<file path="src/rtl/scan_sequencer.sv">
// scan_sequencer: ROI-driven switch/read mux sequencer that issues one-cycle conversion strobes to adc_read.
// Define SCAN_SETTLE_EN to add SETTLE_CYC settle cycles after every switch-wire change.
module scan_sequencer #(
  parameter int SW_WIRE_CNT = 16,
  parameter int RD_WIRE_CNT = 16,
  parameter int TQUIET      = 4,
  parameter int TSERIAL     = 16,
  parameter int SETTLE_CYC  = 3,
  parameter int FRAME_CNT_W = 16
) (
  input  logic                           clk_in,
  input  logic                           rst_n,
  input  logic                           start,
  input  logic                           mode_cont,
  input  logic                           stop,
  input  logic [$clog2(SW_WIRE_CNT):0]   sw_first,
  input  logic [$clog2(SW_WIRE_CNT):0]   sw_last,
  input  logic [$clog2(RD_WIRE_CNT):0]   rd_first,
  input  logic [$clog2(RD_WIRE_CNT):0]   rd_last,
  output logic [$clog2(SW_WIRE_CNT):0]   sw_mux_sel,
  output logic [$clog2(RD_WIRE_CNT):0]   rd_mux_sel,
  output logic                           pulse_rd,
  output logic                           pulse_sw,
  output logic                           busy,
  output logic                           frame_done,
  output logic                           cfg_err,
  output logic [FRAME_CNT_W-1:0]         frame_cnt
);

  localparam int SW_W     = $clog2(SW_WIRE_CNT) + 1;
  localparam int RD_W     = $clog2(RD_WIRE_CNT) + 1;
  localparam int SLOT_LEN = TQUIET + TSERIAL;
  localparam int SLOT_W   = $clog2(SLOT_LEN + 1);

  typedef enum logic [1:0] {
    IDLE,
    LAUNCH,
    SETTLE,
    CONVERT
  } state_t;

`ifdef SCAN_SETTLE_EN
  localparam int     STL_W     = $clog2(SETTLE_CYC + 1);
  localparam state_t ROW_ENTRY = SETTLE;
  logic [STL_W-1:0]  settle_cnt;
`else
  localparam state_t ROW_ENTRY = CONVERT;
`endif

  state_t            state, state_nxt;
  logic [SW_W-1:0]   sw_sel, sw_first_q, sw_last_q;
  logic [RD_W-1:0]   rd_sel, rd_first_q, rd_last_q;
  logic [SLOT_W-1:0] slot_cnt;
  logic              cont_q;
  logic              stop_pend;
  logic              cfg_err_q;
  logic [FRAME_CNT_W-1:0] frame_cnt_q;

  logic start_ok, accept, slot_end, row_end, frame_end, restart;

  assign start_ok  = !((sw_first > sw_last) || (sw_last >= SW_W'(SW_WIRE_CNT)) ||
                       (rd_first > rd_last) || (rd_last >= RD_W'(RD_WIRE_CNT)));
  assign accept    = (state == IDLE) && start && start_ok;
  assign slot_end  = (state == CONVERT) && (slot_cnt == SLOT_W'(SLOT_LEN - 1));
  assign row_end   = slot_end && (rd_sel == rd_last_q);
  assign frame_end = row_end && (sw_sel == sw_last_q);
  // A stop arriving on the frame_done cycle itself still ends the run.
  assign restart   = frame_end && cont_q && !(stop_pend || stop);

  assign busy       = (state != IDLE);
  assign pulse_rd   = (state == CONVERT) && (slot_cnt == '0);
  assign pulse_sw   = (state == LAUNCH) || (row_end && !frame_end) || restart;
  assign frame_done = frame_end;
  assign sw_mux_sel = sw_sel;
  assign rd_mux_sel = rd_sel;
  assign cfg_err    = cfg_err_q;
  assign frame_cnt  = frame_cnt_q;

  always_ff @(posedge clk_in or negedge rst_n) begin
    if (!rst_n) state <= IDLE;
    else        state <= state_nxt;
  end

  always_comb begin
    state_nxt = state;
    case (state)
      IDLE:    if (accept) state_nxt = LAUNCH;
      LAUNCH:  state_nxt = ROW_ENTRY;
`ifdef SCAN_SETTLE_EN
      SETTLE:  if (settle_cnt == STL_W'(SETTLE_CYC - 1)) state_nxt = CONVERT;
`endif
      CONVERT: begin
        if (row_end) begin
          if (frame_end && !restart) state_nxt = IDLE;
          else                       state_nxt = ROW_ENTRY;
        end
      end
      default: state_nxt = IDLE;
    endcase
  end

  // Selects, slot timing, ROI latch and frame bookkeeping; selects hold in IDLE.
  always_ff @(posedge clk_in or negedge rst_n) begin
    if (!rst_n) begin
      sw_sel      <= '0;
      rd_sel      <= '0;
      sw_first_q  <= '0;
      sw_last_q   <= '0;
      rd_first_q  <= '0;
      rd_last_q   <= '0;
      slot_cnt    <= '0;
      cont_q      <= 1'b0;
      stop_pend   <= 1'b0;
      cfg_err_q   <= 1'b0;
      frame_cnt_q <= '0;
    end else begin
      cfg_err_q <= (state == IDLE) && start && !start_ok;

      if (accept) begin
        sw_first_q <= sw_first;
        sw_last_q  <= sw_last;
        rd_first_q <= rd_first;
        rd_last_q  <= rd_last;
        cont_q     <= mode_cont;
        sw_sel     <= sw_first;
        rd_sel     <= rd_first;
      end

      if (state == CONVERT && !slot_end) slot_cnt <= slot_cnt + SLOT_W'(1);
      else                               slot_cnt <= '0;

      if (slot_end) begin
        if (!row_end) begin
          rd_sel <= rd_sel + RD_W'(1);
        end else if (!frame_end) begin
          sw_sel <= sw_sel + SW_W'(1);
          rd_sel <= rd_first_q;
        end else if (restart) begin
          sw_sel <= sw_first_q;
          rd_sel <= rd_first_q;
        end
      end

      if (frame_end) frame_cnt_q <= frame_cnt_q + FRAME_CNT_W'(1);

      if (accept || (frame_end && !restart)) stop_pend <= 1'b0;
      else if (busy && stop)                 stop_pend <= 1'b1;
    end
  end

`ifdef SCAN_SETTLE_EN
  always_ff @(posedge clk_in or negedge rst_n) begin
    if (!rst_n)                 settle_cnt <= '0;
    else if (state == SETTLE)   settle_cnt <= settle_cnt + STL_W'(1);
    else                        settle_cnt <= '0;
  end
`endif

endmodule

</file>
<file path="config.mk">
export PLATFORM = sky130hd
export DESIGN_NAME = scan_sequencer
export DESIGN_NICKNAME = d
export VERILOG_FILES = /design/src/rtl/scan_sequencer.sv
export SDC_FILE = /design/constraint.sdc
export NUM_CORES = 1
export LEC_CHECK = 0
export BUFFER_PORTS_ARGS = -buffer_cell sky130_fd_sc_hd__buf_2
export CAP_MARGIN = 20
export CORE_AREA = 2 2 92 94
export DETAILED_ROUTE_END_ITERATION = 7
export DIE_AREA = 0 0 94 96
export PLACE_DENSITY = 0.65
export SYNTH_ARGS = -nofsm -noshare
export SYNTH_HDL_FRONTEND = slang
export SYNTH_SLANG_ARGS = --single-unit
</file>
<file path="constraint.sdc">
create_clock -name clk_in -period 5.7 [get_ports clk_in]
set_clock_uncertainty 0.2 [all_clocks]
set_input_delay 0.285 -clock clk_in [delete_from_list [all_inputs] [get_ports clk_in]]
set_output_delay 0.285 -clock clk_in [all_outputs]
set_load 0.01 [all_outputs]
</file>
# Word-level counts from Yosys, hierarchy flattened
# Index checks and enable logic that the tools add are counted.
# classes
n_addsub	4
magnitude_cmp	4
eq_ne	7
muxes	17
n_reduce_logical	30
# ops
operator	count
$mux W5	11
$add A16 B1 Y16 const B	1
$add A5 B1 Y5 const B	3
$logic_and A1 B1 Y1	13
$eq A5 B5 Y1	2
$ge A5 B5 Y1 const B	2
$gt A5 B5 Y1	2
$logic_or A1 B1 Y1	7
$mux W2	3
$pmux W2 S3	1
$eq A5 B5 Y1 const B	1
$logic_not A1 Y1	5
$logic_not A5 Y1	1
$ne A2 B2 Y1 const B	2
$reduce_bool A2 Y1	2
$eq A2 B1 Y1 const B	1
$eq A2 B2 Y1 const B	1
$logic_not A2 Y1	1
$mux W1	2
$reduce_and A2 Y1	1
# totals
register_bits	56
inputBits	25
out_inout_bits	31

# Longest topological paths before layout
# Gate-level depths: netlist of run 1.
# logic_depth
depth_word	11
mapped_depth	9

# Worst setup path before layout of run 1
# Ideal clock, no wire load.
# synth_path
kind	input -> register
from	in sw_last[2]
to	reg sw_first_q[0]
arrival_ps	1965
t_required_ps	5375
setup_slack_ps	3410
stages	8
path_buffers	1
path_cell_list	inv_1 -> ha_1 -> o21ai_0 -> a21oi_1 -> o31a_1 -> nor3_2 -> buf_2 -> mux2_2
# synth_between
elab_chain_cells	6
# synth_rtl
element	line	text
start, declared	17	input logic [$clog2(SW_WIRE_CNT):0] sw_last,
$gt A5 B5 Y1 / $ge A5 B5 Y1 (equally long branches)	61	assign start_ok = !((sw_first > sw_last) || (sw_last >= SW_W'(SW_WIRE_CNT)) ||
$logic_or A1 B1 Y1 (*) (2 in series)	61	
$logic_or A1 B1 Y1 (*)	62	(rd_first > rd_last) || (rd_last >= RD_W'(RD_WIRE_CNT)));
$logic_not A1 Y1 (*)	61	
$logic_and A1 B1 Y1 (*)	63	assign accept = (state == IDLE) && start && start_ok;
end signal, assigned	120	sw_first_q <= sw_first;
end, declared	51	logic [SW_W-1:0] sw_sel, sw_first_q, sw_last_q;
# Every way passes the cells marked *; elsewhere a longest branch is shown, timed or not.
# A chain may end at the register's enable or synchronous reset.

# Final worst setup path of run 1
# layout_path
from	reg slot_cnt[0]
to	out pulse_sw
# layout_between
elab_chain_cells	8
# layout_rtl
element	line	text
start, declared	53	logic [SLOT_W-1:0] slot_cnt;
start signal, assigned	129	if (state == CONVERT && !slot_end) slot_cnt <= slot_cnt + SLOT_W'(1);
$eq A5 B5 Y1 (*)	64	assign slot_end = (state == CONVERT) && (slot_cnt == SLOT_W'(SLOT_LEN - 1));
$logic_and A1 B1 Y1 (*)	64	
$logic_and A1 B1 Y1 (*)	65	assign row_end = slot_end && (rd_sel == rd_last_q);
$logic_and A1 B1 Y1	66	assign frame_end = row_end && (sw_sel == sw_last_q);
$logic_not A1 Y1	--	
$logic_and A1 B1 Y1	72	assign pulse_sw = (state == LAUNCH) || (row_end && !frame_end) || restart;
$logic_or A1 B1 Y1	72	
$logic_or A1 B1 Y1 (*)	72	
end, declared	23	output logic pulse_sw,
# Marked as above.

==> results.tsv, run 1 <==
metric	value	unit
wl_per_cell	14.5	µm
max_freq	345	MHz
gp_congestion	0.770	
ys_top_cells_by_count	dfrtp_1, mux2_2, nor2_1, xnor2_1, inv_1	
dr_total_vias	2267	
synth_top_area_cell	dfrtp_1	
hpwlAfterDp	4860	µm
cts_resized	0	
utilization	44.7	%
clk_latency	300	ps
cts_tree	yes	
core_area	8050	µm²
grt.overflow.total	0	
hold_end	cfg_err	
critical_path.reg2reg.endpoint	frame_cnt[14]	
syn-num-nets	328	
num_rows	33	
synth.top_cell.area_share	45.4	%
start_kind	flip-flop	
via_per_inst	5.03	
r2r-start	slot_cnt[0]	
path_clk_slew	100	ps
antenna_found_initial	0	
min_path_cells	3	
r2r_slack	3020	ps
hold_viol	0	
worstMarginPinSlew	716	ps
avgSynthCellArea	10.7	µm²
cts_made_buffers	5	
antenna_cells	0	
yosysSeqAreaShare	45.4	%
relSlewSlack	52.3	%
power.density	374	nW/µm²
yosys_register_bits	56	
h-tree-depth	2	
antenna_left	0	
grt_usage	15.4	%
grt_max_degree	57	
rsz0062_at_grt	no	
area_growth_syn_to_layout	16.5	%
clockBufferDepth	2	
synthTopCellsByArea	dfrtp_1, mux2_2, ha_1	
drive_gt1_share	28.6	%
status	finished clean	
synthFlopType	dfrtp_1	
hold_start	rd_last[4]	
async_reset_ff_share	100	%
drv_cap	0	
synth_cell_type_count	43	
synth_edf_count	0	
crit_path_max_fanout	9	
drc	0	
nNetsFinal	385	
r2r_cells	7	
initialDrtViolationCount	53	
synthCells	288	
yosysMostFrequentCell	dfrtp_1	
cp-startpoint	slot_cnt[0]	
cts.sinks	56	
start_util	38.4	%
path_class	flip-flop to output pin	
dr.pass1.iters	4	
timing.final.crit_share	50.8	%
fill_cells	786	
die_area	9020	µm²
yosys_warnings	0	
dp_slack	2820	ps
worstPathArrival	2410	ps
end_kind	output pin	
grt_pass1_wl	11000	µm
fin_ws	2800	ps
ios	56	
portBuffers	55	
finalWirelength	6540	µm
hold_path.class	input port to flip-flop	
die_h	96	µm
crit_required	5220	ps
fin_crit	2900	ps
synthesis.area	3090	µm²
p_leak	1.69	nW
clock-root-buffer	clkbuf_8	
dieWidth	94	µm
setup_tns	0	ps
setup_viol	0	
finalMaxSlewViolations	0	
grt_pass1_vias	2241	
ir_drop	0.162	mV
[cell type report]
cell class	instances	area (µm²)	share of cell area, %
multi-input cells	202	1560	43.2
flip-flops and latches	56	1400	38.9
repair buffers	61	328	9.11
well taps	105	131	3.65
inverters	19	71.3	1.98
clock buffers	5	68.8	1.91
clock inverters	3	42.5	1.18
[cells by family (layout without fill, tap and decap cells)]
kind of cell	Yosys count	count (layout)	synth area share [%]
buf+inv	30	88	4.46
flops	56	56	45.4
fa+ha+maj	15	15	6.08
mux	32	32	11.2
simple gates	80	80	14.5
compound gates	42	42	9.00
xor+xnor	33	33	9.36
[flip-flops by register name, summed over array words and instances (netlist names)]
signal      count
rd_last_q       5
sw_last_q       5
frame_cnt      16
cont_q          1
slot_cnt        5
rd_first_q      5
sw_mux_sel      5
state           2
cfg_err         1
stop_pend       1
rd_mux_sel      5
sw_first_q      5
[where the power goes]
part | internal, mW | total (mW) | leakage, nW | switching (mW)
clock | 0.130 | 0.261 | 0.0541 | 0.131
sequential | 0.504 | 0.614 | 0.730 | 0.110
combinational | 0.221 | 0.470 | 0.903 | 0.249
[how the worst max path moves through the flow]
| stage | end | slack, ps | cells after the start |
|---|---|---|---|
| 5_1_grt | pulse_sw | 2600 | 7 |
| 6_report | pulse_sw | 2800 | 7 |
| 2_1_floorplan | sw_first_q[0] | 3410 | 8 |
| 4_1_cts | pulse_sw | 2810 | 7 |
| 3_3_place_gp | sw_last_q[1] | 2870 | 8 |
| 3_5_place_dp | sw_first_q[2] | 2820 | 8 |
[through the flow]
step	total power [mW]	area, µm²	cells	hold WS [ps]
5_1_grt	1.44	3600	451	24.0
4_1_cts	1.36	3600	451	12.9
2_1_floorplan	0.936	3090	288	-211
3_5_place_dp	1.09	3460	440	264
6_report	1.34	3600	451	20.1
3_3_place_gp	1.08	3460	440	251
[metal layers]
layer	GRT usage (%)	wire length, µm	vias up
met3	3.21	256	2
met5	0	0	-
met2	24.9	3070	48
met1	21.4	3190	1098
li1	-	-	1119
met4	3.50	25	0
[critical path: stages, from the launching register on]
cell and delay (ps):
dfrtp_1 400, ha_1 300, nand4bb_4 140, or2_1 370, nor3_2 300, o21ai_0 240
o21ai_0 170, buf_2 180
[layout by cell type, fill, tap and decap left out, drive strengths merged, types with 4 or more instances in the layout]
cell / synthesis / routed
ha: 15 / 15
nor2: 21 / 21
xor2: 13 / 13
buf: 8 / 58
nand2: 10 / 10
a21oi: 12 / 12
xnor2: 20 / 20
dfrtp: 56 / 56
o22ai: 7 / 7
nand3: 13 / 13
and3: 5 / 5
inv: 19 / 19
nor3: 5 / 5
mux2: 21 / 21
o21ai: 9 / 9
a31oi: 4 / 4
nand4: 9 / 9
mux2i: 11 / 11
clkbuf: 3 / 5
[what timing repair did]
item	4_1_cts	5_1_grt
endpoints found under the setup margin	0	0
setup buffers	0	0
hold buffers	3	0
endpoints found under the hold margin	58	0
(Power assumes the default switching activity.)
==> inputs of run 2 (changes only) <==
- PLACE_DENSITY: 0.65 -> 0.67
- clock period: 5.7 -> 2.5 ns (I/O delays scaled with it)
==> run 2 against run 1 <==
The run now ends with setup timing left. Die area unchanged. Global-route usage increased by 0.60 points. Via count increased by 9.5%. Hold slack improved by 140 ps. Count of clock-buffer cells in the layout increased by 1. Final area increased by 13%. Core utilization increased by 5.9 points. Non-clock buffer count increased by 37. Largest cell class unchanged. Combinational power increased to 2.7 times the previous value. Critical endpoint is now sw_mux_sel[3]. Worst setup slack got worse by 2800 ps. First-iteration DRC count increased to 2.8 times the previous value.
==> results.tsv, run 2 (synthesis results as in run 1) <==
metric	value	unit	change
start_kind	input port		was flip-flop
setup_tns	-21.8	ps	was 0 ps
ir_drop	0.442	mV	was 0.162 mV
p_total	3.29	mW	was 1.34 mW
utilization	50.6	%	was 44.7%
portBuffers	55		unchanged
core_area	8050	µm²	unchanged
finalMaxSlewViolations	0		unchanged
seq_power_share	42.5	%	was 45.7%
max_freq	397	MHz	
dr_total_vias	2483		was 2267
drv_cap	0		unchanged
combPwrFrac	38.2	%	was 34.9%
layout_commonest_cell	dfrtp_1		unchanged
stdcell_area	4070	µm²	was 3600 µm²
relSlewSlack	58.2	%	was 52.3%
power.density	808	nW/µm²	was 374 nW/µm²
p_sw_share	36.7	%	was 36.4%
clock-root-buffer	clkbuf_8		unchanged
ios	56		unchanged
clockBufferDepth	2		unchanged
pwr-share-clk	19.4	%	about the same
drc	0		unchanged
finalWirelength	7450	µm	was 6540 µm
crit_path_max_fanout	8		was 9
dr.pass1.iters	4		unchanged
grt_max_degree	34		was 57
gp_congestion	0.823		was 0.770
critical_path.reg2reg.endpoint	rd_mux_sel[2]		was frame_cnt[14]
die_h	96	µm	unchanged
dp_slack	155	ps	was 2820 ps
dieWidth	94	µm	unchanged
cts_made_buffers	5		unchanged
wl_per_cell	15.3	µm	was 14.5 µm
area_growth_syn_to_layout	31.9	%	was 16.5%
cts.sinks	56		unchanged
path_class	input port to flip-flop		was flip-flop to output pin
setup_viol	1		was 0
place_area	3530	µm²	was 3460 µm²
via_per_inst	5.09		was 5.03
status	finished, violations left		was finished clean
initialDrtViolationCount	146		was 53
start_util	38.4	%	unchanged
hold_path.class	input port to asynchronous set/reset pin		was input port to flip-flop
antenna_cells	0		unchanged
antenna_found_initial	0		unchanged
crit_required	2490	ps	was 5220 ps
hpwlAfterDp	5150	µm	was 4860 µm
violations	setup timing		
grt_usage	16.0	%	was 15.4%
num_rows	33		unchanged
end_kind	flip-flop		was output pin
grt_pass1_vias	2350		was 2241
p_leak	1.89	nW	was 1.69 nW
r2r_cells	7		unchanged
nNetsFinal	422		was 385
cts_tree	yes		unchanged
final_cell_mix	dfrtp_1, buf_2, dlygate4sd3_1, nor2_1, mux2_2		was dfrtp_1, buf_2, nor2_1, mux2_2, xnor2_1
die_area	9020	µm²	unchanged
fin_ws	-21.8	ps	was 2800 ps
drive_gt1_share	32.4	%	was 28.6%
grt_pass1_wl	11400	µm	was 11000 µm
rsz0062_at_grt	yes		was no
clk_latency	310	ps	was 300 ps
h-tree-depth	2		unchanged
path_clk_slew	110	ps	was 100 ps
antenna_left	0		unchanged
largest_reg_flops	16		unchanged
fin_crit	2520	ps	
worstMarginPinSlew	627	ps	was 716 ps
timing.final.crit_share	101	%	
p_sw	1.21	mW	was 0.490 mW
r2r-start	slot_cnt[0]		unchanged
r2r_slack	120	ps	was 3020 ps
worstPathArrival	2520	ps	was 2410 ps
grt.overflow.total	0		unchanged
intPower	2.08	mW	was 0.855 mW
hold_viol	0		unchanged
run 2: cell types whose count changed in the layout (fill, tap and decap cells not counted), sizes merged:
cell         before  now
clkbuf            5    8
buf              58   72
dlygate4sd3       3   24
clkinvlp          1    0
run 2: power groups by stage:
stage	clock network, mW	registers [mW]	logic, mW
5_1_grt	0.680	1.43	1.39
2_1_floorplan	0	1.39	0.747
6_report	0.637	1.40	1.26
3_5_place_dp	0	1.41	1.17
3_3_place_gp	0	1.41	1.15
4_1_cts	0.647	1.39	1.21
run 2: per-layer routing:
| layer | vias to the layer above | routed length (µm) | global-route usage, % | share of wire, % |
|---|---|---|---|---|
| li1 | 1199 | - | - | - |
| met1 | 1213 | 3530 | 22.2 | 47 |
| met2 | 65 | 3550 | 26.7 | 48 |
| met3 | 6 | 322 | 2.66 | 4.3 |
| met4 | 0 | 48 | 2.90 | 0.64 |
| met5 | - | 0 | 0 | 0 |
run 2: worst max-delay path: stages:
cell and delay [ps]:
dlygate4sd3_1 540, buf_2 150, ha_1 300, o21ai_1 110
a21oi_1 50, o31a_1 330, nor3_4 230, buf_6 150
clkbuf_16 150, mux2i_1 250, o22ai_1 120
run 2: repair_timing:
action	4_1_cts	5_1_grt
setup buffers	0	7
endpoints found under the setup margin	2	27
hold buffers	23	2
gates resized for setup	2	13
gates cloned	0	3
pin swaps	0	5
hold endpoints to repair	56	1
run 2: final cells by class:
| cell class | instances | area [µm²] |
|---|---|---|
| flip-flops and latches | 56 | 1400 |
| multi-input cells | 202 | 1620 |
| fillers | 754 | 3980 |
| clock inverters | 2 | 38.8 |
| repair buffers | 98 | 732 |
| clock buffers | 6 | 82.6 |
| inverters | 19 | 71.3 |
| well taps | 105 | 131 |
run 2: how the worst max path moves through the flow:
| stage | from | endpoint | slack, ps | depth (start not counted) |
|---|---|---|---|---|
| global route | rd_first[2] | sw_mux_sel[3] | -100 | 11 |
| global placement | slot_cnt[0] | rd_mux_sel[2] | 250 | 7 |
| floorplan | slot_cnt[0] | rd_mux_sel[2] | 220 | 9 |
| CTS | slot_cnt[0] | pulse_sw | 2 | 7 |
| detailed placement | slot_cnt[0] | rd_mux_sel[2] | 150 | 7 |
| finish | rd_first[2] | sw_mux_sel[3] | -20 | 11 |
run 2: per-stage QoR:
stage               instances  hold slack (ps)
global route              488              206
finish                    488              159
global placement          447            -23.6
detailed placement        447            -16.0
floorplan                 288             -371
CTS                       478              180
==> inputs of run 3 (changes only) <==
- PLACE_DENSITY: 0.67 -> 0.65
- clock period: 2.5 -> 3.05 ns (I/O delays scaled with it)
==> run 3 against run 2 <==
Cell count fell by 2.9%. Non-clock buffer count fell by 14. Sequential cell count did not move. Critical path type is now flip-flop to output pin. Largest power group unchanged. Sequential share of layout area rose by 2.5 points. Critical endpoint is now pulse_sw. Total power fell by 24%. First-iteration DRC count fell by 51%. Die area did not move. Combinational power fell by 27%. Register-to-register slack improved by 480 ps. Highest routed layer unchanged. The run now ends clean. Global-route usage barely moved. Via count fell by 3.5%.
==> results.tsv, run 3 (synthesis results as in run 1) <==
metric	value	unit	change
status	finished clean		was finished, violations left
worstPathArrival	2340	ps	was 2520 ps
start_util	38.4	%	unchanged
area_growth_syn_to_layout	23.1	%	was 31.9%
drv_cap	0		unchanged
drc	0		unchanged
dieWidth	94	µm	unchanged
dp_slack	622	ps	was 155 ps
fill_cells	775		was 754
crit_path_max_fanout	9		was 8
crit_path_top_delay_cell	dfrtp_1		was dlygate4sd3_1
grtUsageMet3	2.90	%	was 2.66%
hpwlAfterDp	5100	µm	was 5150 µm
power.density	656	nW/µm²	was 808 nW/µm²
start_kind	flip-flop		was input port
core_area	8050	µm²	unchanged
end_kind	output pin		was flip-flop
worstMarginPinSlew	451	ps	was 627 ps
rsz0062_at_grt	no		was yes
largest_reg_flops	16		unchanged
grt-busiest-layer	met2		unchanged
grt_pass1_wl	11400	µm	about the same
clockBufferDepth	2		unchanged
timing.final.crit_share	88.3	%	
grt_max_degree	34		unchanged
num_rows	33		unchanged
finalWirelength	6890	µm	was 7450 µm
gp_congestion	0.846		was 0.823
cp-startpoint	slot_cnt[0]		was rd_first[2]
cts_resized	0		was 2
max_freq	371	MHz	
crit_required	2700	ps	was 2490 ps
grt.overflow.total	0		unchanged
met1_usage	22.5	%	was 22.2%
finalMaxSlewViolations	0		unchanged
nNetsFinal	408		was 422
layout_commonest_cell	dfrtp_1		unchanged
critical_path.cell_chain	ha_1 > nand4bb_4 > or2_1 > nor3_2 > o21ai_0 > o21ai_0 > buf_2		was dlygate4sd3_1 > buf_2 > ha_1 > o21ai_1 > a21oi_1 > o31a_1 > nor3_4 > buf_6 > clkbuf_16 > mux2i_1 > o22ai_1
antenna_left	0		unchanged
portBuffers	55		unchanged
setup_viol	0		was 1
h-tree-depth	2		unchanged
wl_per_cell	14.5	µm	was 15.3 µm
final_cell_mix	dfrtp_1, buf_2, dlygate4sd3_1, nor2_1, mux2_2		unchanged
cts_made_buffers	5		unchanged
relSlewSlack	69.9	%	was 58.2%
antenna_cells	0		unchanged
critical_path_depth	7		was 11
via_per_inst	5.05		was 5.09
ir_drop	0.345	mV	was 0.442 mV
cts_tree	yes		unchanged
hold_path.class	input port to asynchronous set/reset pin		unchanged
grt_usage	16.0	%	about the same
path_delay_family	simple AND/OR/NAND/NOR gates		was buffers and inverters
setup_tns	0	ps	was -21.8 ps
cpPeakStageDelay	410	ps	was 540 ps
initialDrtViolationCount	71		was 146
fin_ws	358	ps	was -21.8 ps
cpMostUsedCell	o21ai_0		
r2r-start	slot_cnt[0]		unchanged
drive_gt1_share	27.1	%	was 32.4%
critical_path.reg2reg.endpoint	rd_mux_sel[2]		unchanged
die_area	9020	µm²	unchanged
fin_crit	2690	ps	
clock-root-buffer	clkbuf_8		unchanged
path_buf_inv	1		was 4
p_leak	1.78	nW	was 1.89 nW
clk_latency	300	ps	was 310 ps
cts.sinks	56		unchanged
die_h	96	µm	unchanged
path_class	flip-flop to output pin		was input port to flip-flop
r2r_cells	7		unchanged
hold_viol	0		unchanged
p_total	2.49	mW	was 3.29 mW
antenna_found_initial	0		unchanged
grt_pass1_vias	2381		was 2350
dr_total_vias	2396		was 2483
use_met2	25.9	%	was 26.7%
endpoint	pulse_sw		was sw_mux_sel[3]
dr.pass1.iters	4		unchanged
path_clk_slew	100	ps	was 110 ps
ios	56		unchanged
r2r_slack	600	ps	was 120 ps
-- run 3: worst min path at each step --
stage | from | endpoint | slack (ps) | cells after the start
finish | rst_n | frame_cnt[14] | 70 | 2
global route | rst_n | frame_cnt[14] | 90 | 2
CTS | rst_n | frame_cnt[14] | 80 | 2
detailed placement | rst_n | frame_cnt[14] | -120 | 1
global placement | rst_n | frame_cnt[15] | -120 | 1
floorplan | rst_n | cfg_err | -340 | 0
-- run 3: through the flow --
stage          util [%]  instance area, µm²  hold WS (ps)  cells
2_1_floorplan         -                3090          -343    288
3_3_place_gp       43.2                3480          -119    443
3_5_place_dp       43.2                3480          -121    443
4_1_cts            47.2                3800          76.3    474
5_1_grt            47.2                3800          89.2    474
6_report           47.2                3800          70.6    474
-- run 3: area by class of cell --
class / count / area (µm²) / area share (%)
well taps: 105 / 131 / 3.46
clock buffers: 8 / 90.1 / 2.37
flip-flops and latches: 56 / 1400 / 36.9
multi-input cells: 202 / 1560 / 40.9
inverters: 19 / 71.3 / 1.88
repair buffers: 84 / 551 / 14.5
-- run 3: power breakdown --
group	internal [mW]	leakage [nW]	switching, mW	total [mW]
registers	0.942	0.730	0.217	1.16
logic	0.444	1.00	0.470	0.914
clock network	0.186	0.0455	0.233	0.419
-- run 3: repair_timing --
item                                   4_1_cts  5_1_grt
buffers inserted                             0        0
hold buffers                                23        0
endpoints found under the hold margin       52        0
-- run 3: routing by layer --
metal	part of all wire (%)	routed length, µm	vias to the layer above
met5	0	0	-
met4	0.74	51	0
met3	3.7	254	7
met2	47	3210	59
met1	49	3370	1165
li1	-	-	1165
